==> src/rtl/dmem_arbiter.sv <==
// Two-master arbiter/controller for the CPU data memory: fixed priority to the
// MEM stage, anti-starvation escalation and burst lock for the debug/DMA master.
module dmem_arbiter #(
  parameter logic [31:0] BASE_ADDR = 32'h1001_0000,
  parameter int unsigned MEM_WORDS = 1024,
  parameter int unsigned MAX_WAIT  = 8
) (
  input  logic        clk,
  input  logic        rst,
  input  logic        m0_req,
  input  logic        m0_wen,
  input  logic [31:0] m0_addr,
  input  logic [31:0] m0_wdata,
  output logic        m0_gnt,
  output logic [31:0] m0_rdata,
  output logic        m0_err,
  output logic        m0_stall,
  input  logic        m1_req,
  input  logic        m1_wen,
  input  logic [31:0] m1_addr,
  input  logic [31:0] m1_wdata,
  input  logic        m1_lock,
  output logic        m1_gnt,
  output logic [31:0] m1_rdata,
  output logic        m1_err,
  output logic        mem_ena,
  output logic        mem_wena,
  output logic [31:0] mem_addr_in,
  output logic [31:0] mem_addr_out,
  output logic [31:0] mem_wdata,
  input  logic [31:0] mem_rdata,
  output logic        locked
);

  localparam int unsigned WAIT_W    = 8;
  localparam logic [WAIT_W-1:0] WAIT_MAX = WAIT_W'(MAX_WAIT);
  localparam logic [31:0] LAST_ADDR = BASE_ADDR + 32'(4 * MEM_WORDS) - 32'd4;

  if (MAX_WAIT == 0 || MAX_WAIT > 255) begin : g_bad_max_wait
    $error("dmem_arbiter: MAX_WAIT must be in 1..255");
  end

  typedef enum logic {NORMAL = 1'b0, LOCKED = 1'b1} state_t;

  state_t            state, state_nxt;
  logic [WAIT_W-1:0] wait_cnt, wait_nxt;
  logic [31:0]       sel_addr, sel_wdata;
  logic              sel_wen, legal;

  always_ff @(posedge clk or negedge rst) begin
    if (!rst) begin
      state    <= NORMAL;
      wait_cnt <= '0;
    end else begin
      state    <= state_nxt;
      wait_cnt <= wait_nxt;
    end
  end

  assign locked = (state == LOCKED);

  // Grant, transaction mapping and next-state; everything held at 0 in reset.
  always_comb begin
    m0_gnt       = 1'b0;
    m1_gnt       = 1'b0;
    m0_err       = 1'b0;
    m1_err       = 1'b0;
    m0_stall     = 1'b0;
    m0_rdata     = 32'h0;
    m1_rdata     = 32'h0;
    mem_ena      = 1'b0;
    mem_wena     = 1'b0;
    mem_addr_in  = 32'h0;
    mem_addr_out = 32'h0;
    mem_wdata    = 32'h0;
    sel_addr     = 32'h0;
    sel_wdata    = 32'h0;
    sel_wen      = 1'b0;
    legal        = 1'b0;
    state_nxt    = state;
    wait_nxt     = wait_cnt;

    if (rst) begin
      if (state == LOCKED) begin
        m1_gnt = m1_req;
      end else if (wait_cnt >= WAIT_MAX) begin
        m1_gnt = m1_req;
        m0_gnt = m0_req & ~m1_req;
      end else begin
        m0_gnt = m0_req;
        m1_gnt = m1_req & ~m0_req;
      end
      m0_stall = m0_req & ~m0_gnt;

      if (m0_gnt) begin
        sel_addr  = m0_addr;
        sel_wdata = m0_wdata;
        sel_wen   = m0_wen;
      end else if (m1_gnt) begin
        sel_addr  = m1_addr;
        sel_wdata = m1_wdata;
        sel_wen   = m1_wen;
      end

      legal = (sel_addr[1:0] == 2'b00) && (sel_addr >= BASE_ADDR) && (sel_addr <= LAST_ADDR);

      if (m0_gnt || m1_gnt) begin
        mem_addr_in  = sel_addr;
        mem_addr_out = sel_addr;
        mem_wdata    = sel_wdata;
        mem_ena      = legal;
        mem_wena     = legal & sel_wen;
      end

      // Illegal accesses still consume the grant but return zero and flag err.
      m0_err   = m0_gnt & ~legal;
      m1_err   = m1_gnt & ~legal;
      m0_rdata = (m0_gnt && legal && !m0_wen) ? mem_rdata : 32'h0;
      m1_rdata = (m1_gnt && legal && !m1_wen) ? mem_rdata : 32'h0;

      if (m1_req && !m1_gnt) begin
        wait_nxt = (wait_cnt >= WAIT_MAX) ? WAIT_MAX : wait_cnt + WAIT_W'(1);
      end else begin
        wait_nxt = '0;
      end

      case (state)
        NORMAL: if (m1_gnt && m1_lock) state_nxt = LOCKED;
        LOCKED: if ((m1_gnt && !m1_lock) || (!m1_req && !m1_lock)) state_nxt = NORMAL;
      endcase
    end
  end

endmodule

==> config.mk <==
export PLATFORM = sky130hd
export DESIGN_NAME = dmem_arbiter
export DESIGN_NICKNAME = d
export VERILOG_FILES = /design/src/rtl/dmem_arbiter.sv
export SDC_FILE = /design/constraint.sdc
export NUM_CORES = 1
export LEC_CHECK = 0
export CAP_MARGIN = 40
export CORE_AREA = 2 2 129 131
export CTS_CLUSTER_DIAMETER = 200
export DETAILED_ROUTE_END_ITERATION = 6
export DIE_AREA = 0 0 131 133
export GPL_ROUTABILITY_DRIVEN = 0
export PLACE_DENSITY = 0.53
export SLEW_MARGIN = 15
export SYNTH_ARGS = -nofsm -noshare
export SYNTH_HDL_FRONTEND = slang
export SYNTH_SLANG_ARGS = --single-unit
==> constraint.sdc <==
create_clock -name clk -period 4.23 [get_ports clk]
set_input_delay 0.846 -clock clk [delete_from_list [all_inputs] [get_ports clk]]
set_output_delay 0.846 -clock clk [all_outputs]
set_load 0.01 [all_outputs]
======== Yosys cells after proc, flatten, opt, wreduce, memory -nomap -nowiden ========
Cells that the tools add are included.
storage, ports and cells
  output and inout port bits .............. 168
  memories ................................ 0
  bits in latches ......................... 0
  register bits after elaboration ......... 9
  word-level logic and storage cells ...... 71
  memory bits (writable) .................. 0
  input port bits ......................... 167
  memory bits (read-only) ................. 0
operators by class
  multipliers ............................. 0
  magnitude comparators ................... 3
  equal/unequal tests ..................... 0
  reductions and logical operators ........ 18
  bitwise gates (word level) .............. 11
  shift operators ......................... 0
  add/subtract/negate cells ............... 1
  muxes and demuxes ....................... 36
  divide/modulo/power cells ............... 0
operators with widths
  operator              number
  $mux 32               13
  $ge 32x29->1 const B  1
  $le 32x29->1 const B  1
  $mux 1                20
  $mux 8                2
  $logic_and 1x1->1     10
  $add 8x1->8 const B   1
  $ge 8x4->1 const B    1
  $and 1x1->1           6
  $logic_not 1->1       5
  $not 1->1             5
  $logic_not 2->1       1
  $logic_or 1x1->1      2
  $pmux 1 s2            1

======== Depth between registers and ports, before layout ========
  depth in word-level cells ............... 15
  gate-level depth with buffers ........... 7
  mapped depth without buffers ............ 5

======== Least setup slack after synthesis ========
OpenSTA, ideal clock, no wires.
  path type ............................... input port to output port
  start point ............................. in m1_addr[12]
  end point ............................... out m1_rdata[15]
  stages .................................. 6
  data arrival time ....................... 2588 ps
  path slack .............................. 796 ps
  required time ........................... 3384 ps
  buffers on the path ..................... 2
  cell sequence ........................... or4_1 nor4_1 o2111ai_2 buf_4 buf_4 nor4_1
on the way
  word-level cells in the longest chain between the ends .. 10
  elaborated cells on any way between the ends .. 11
  those cells by class .................... order compare: 2; mux: 5; reduce/logical: 4
RTL lines
  what                               RTL line  RTL
  from (decl)                        20        input logic [31:0] m1_addr,
  $mux 32 *                          99        end else if (m1_gnt) begin
  $mux 32 *                          95        if (m0_gnt) begin
  $mux 32 *                          83        if (rst) begin
  $ge 32x29->1                       105       legal = (sel_addr[1:0] == 2'b00) && (sel_addr >= BASE_ADDR) && (sel_addr <= LAST_ADDR);
  $logic_and 1x1->1                  105
  $logic_and 1x1->1 *                105
  $logic_and 1x1->1 * (2 in series)  119       m1_rdata = (m1_gnt && legal && !m1_wen) ? mem_rdata : 32'h0;
  $mux 32 *                          119
  $mux 32 *                          83
  to (decl)                          24        output logic [31:0] m1_rdata,
Every way passes the cells marked *; elsewhere a longest branch is shown, timed or not. The select of a mux whose other input is x is not followed.

======== Worst setup path in the final report ========
  start point ............................. in m1_req
  end point ............................... out mem_addr_in[3]
on the way
  word-level cells in the longest chain between the ends .. 9
  elaborated cells on any way between the ends .. 15
  those cells by class .................... mux: 11; bitwise: 3; reduce/logical: 1
RTL lines
  what                                             RTL line  RTL
  from (decl)                                      18        input logic m1_req,
  $and 1x1->1 / $not 1->1 (equally long branches)  91, 88
  $mux 1 / $and 1x1->1 (equally long branches)     86, 88
  $mux 1 (on tied branches)                        84, 86
  $mux 1 (on tied branches)                        83, 84
  $mux 32 / $mux 1 (equally long branches)         99, 83
  $mux 32                                          95
  $mux 32                                          83
  $mux 32 *                                        107       if (m0_gnt || m1_gnt) begin
  $mux 32 *                                        83
  to (decl)                                        28        output logic [31:0] mem_addr_in,
Marked as above.

==> flow_summary.ini <==
[run_status]
status = finished, final reports clean

[route]
drt_iter0_markers = 123
postRouteWirelength_um = 14900
wl_per_cell_um = 17.5
viasPerCell = 4.60
antenna_left = 0
drt_first_pass_iters = 6
drc = 0
vias = 3926

[timing]
fin_ws_ns = 0.0822
period_needed_ns = 4.15
worstMarginPinSlew_ns = 0.419
clock_skew_ns = 0.00152
period_share = 0.981
finalSetupViolCount = 0
hold_viol = 0
holdWs_ns = 0.513
slew_violations = 0
fmax_ghz = 0.241
rsz0062_at_grt = yes
max_slew_margin = 0.720

[synth]
netlist_instances = 334
yosys_warnings = 0
synth_mux_area_frac = 0
async_flop_share = 1.00
synth_top_family_by_area = simple AND/OR/NAND/NOR gates
synth_fa_ha_area_frac = 0.0110
synthTopCellsByArea = nor4_1, a22o_1, buf_4
yosysTopAreaCell = nor4_1
synthSimpleGateAreaFrac = 0.395
yosysSeqAreaShare = 0.0992
avgSynthCellArea_um2 = 6.80
ys_ff_latch = 9
synth_compound_area_frac = 0.293
synth_flop_cell = dfrtp_1
synth_nets = 503
syn_area_um2 = 2270
synth_xor_area_frac = 0.00772
synth_cell_types = 34
yosys.area.top_type_share = 0.204
synth_edf_count = 0

[power_and_ir_drop]
switching_share = 0.349
seq_power_share = 0.104
p_per_area_nw_per_um2 = 153
finalPower_uw = 899
p_switching_uw = 314
p_comb_frac = 0.711
clkPwrFrac = 0.184
vdd.ir_drop.worst_uv = 107
intPower_uw = 585
p_leak_uw = 0.00241

[hold_path]
min_path_type = reg2reg
holdPathStages = 1
hold_start = wait_cnt[2]
min_to = wait_cnt[2]

[clock_network]
cts_made_buffers = 3
cts_tree = built
clock_path_buffers = 2
cts_hold_buf = 0
clk_transition_reported_paths_ns = 0.04
clkSinkCount = 9
cts_root_buf = clkbuf_16
clock_latency_ns = 0.23
htreeDepth = 1

[layout]
syn_to_final_growth_pct = 160
final_cells = 853
fin_nets = 803
diodes = 0
drive_above_1_share = 0.0900
final_common_cell = clkdlybuf4s50_1
final_util = 0.364
final_cell_mix = clkdlybuf4s50_1, nor4_1, dlygate4sd2_1, a22o_1, nand2_1

[die]
ioPinCount = 335
die_h_um = 133
die_w_um = 131
die-area_um2 = 17400
start_util = 0.140
core_area_um2 = 16200
num_rows = 47

[global_routing]
grt_max_degree = 46
grt_pass1_wl_um = 21300
gr-usage-all-layers = 0.155
antenna_found_initial = 0
overflow = 0
grt_pass1_vias = 3770

[job]
cap_viol_max_count = 0

[worst_setup_path]
critical_path.reg2reg.startpoint = wait_cnt[4]
cp_common_cell = clkdlybuf4s50_1
end_kind = output port
path_buf_inv = 5
crit_chain = clkdlybuf4s50_1 > inv_1 > a31oi_2 > buf_4 > and2_4 > buf_12 > a22o_1 > clkdlybuf4s50_1
crit_arrival_ns = 3.30
reg2reg_slack_ns = 2.40
startpoint_type = primary input
critPathTopFamily = buffers and inverters
critical_path_class = in2out
required_ns = 3.38
r2r_cells = 5
slowest_stage = clkdlybuf4s50_1
max_stage_delay_ns = 0.61
r2r_end = locked
crit_fanout = 17

[place]
hpwl_um = 12600
io_buffers = 334
place_ws_ns = -0.269
dp.cells = 849
[power groups by stage]
stage          logic [uW]  clock network, uW  registers [uW]
4_1_cts               641                169            93.0
2_1_floorplan         248                  0            93.7
3_5_place_dp          634                  0            94.2
6_report              640                166            93.9
3_3_place_gp          632                  0            93.7
5_1_grt               683                177            94.2
[registers in the layout (all words and copies together) (netlist names)]
| register | flops |
|---|---|
| locked | 1 |
| wait_cnt | 8 |
[worst max-delay path by stage]
stage / cells after the start / from / slack (ns) / to
CTS: 8 / m1_addr[12] / 0.05 / mem_ena
global route: 10 / m1_addr[27] / -0.01 / m1_rdata[30]
finish: 8 / m1_req / 0.08 / mem_addr_in[3]
floorplan: 6 / m1_addr[12] / 0.80 / m1_rdata[15]
global placement: 10 / m1_addr[26] / -0.27 / m1_rdata[26]
detailed placement: 10 / m1_addr[27] / -0.27 / m1_rdata[26]
[per-layer routing]
layer | track usage | vias to the layer above | share of wire
li1 | - | 1860 | -
met1 | 0.181 | 1804 | 0.40
met2 | 0.285 | 244 | 0.50
met3 | 0.0287 | 18 | 0.088
met4 | 0.0390 | 0 | 0.018
met5 | 0 | - | 0
[repair_timing]
action	4_1_cts	5_1_grt
resized for setup	70	12
setup endpoints to repair	70	72
setup buffers	0	0
[cell type report]
class                      instances  area [um2]
clock buffer                       4        78.8
fill                            1696       10300
inverter                           5        18.8
multi-input combinational        245        1710
sequential                         9         225
tap                              220         275
timing repair buffer             370        3580
[Yosys cell counts (4+ instances only)]
cell and instances:
a22o_1 43, and2_1 5, nand3_1 4, clkbuf_1 33, inv_1 5, nor4_1 74
buf_4 34, nor2b_1 22, nor2_1 6, dfrtp_1 9, a22oi_1 22, nand2_1 37
buf_2 4
[per-stage QoR]
stage | area, um2 | TNS [ns]
3_5_place_dp | 5820 | -12.88
2_1_floorplan | 2270 | 0
4_1_cts | 5840 | 0
5_1_grt | 5890 | -0.0301
3_3_place_gp | 5820 | -12.56
6_report | 5890 | 0
[cell families (layout without fill, tap and decap cells)]
group,count (synthesis),in the layout
DFF,9,9
buffers and inverters,80,379
adders and majority gates,2,2
and+or+nand+nor,160,160
AOI/OAI and AO/OA,81,81
xor gates and xnor gates,2,2
[worst register-to-register path: stages (launching register included)]
cell	delay (ns)
dfrtp_1	0.45
nor3_2	0.41
a31oi_2	0.22
buf_4	0.19
and2_4	0.22
o22a_1	0.22
No activity file was read; power rests on OpenSTA's default activity.
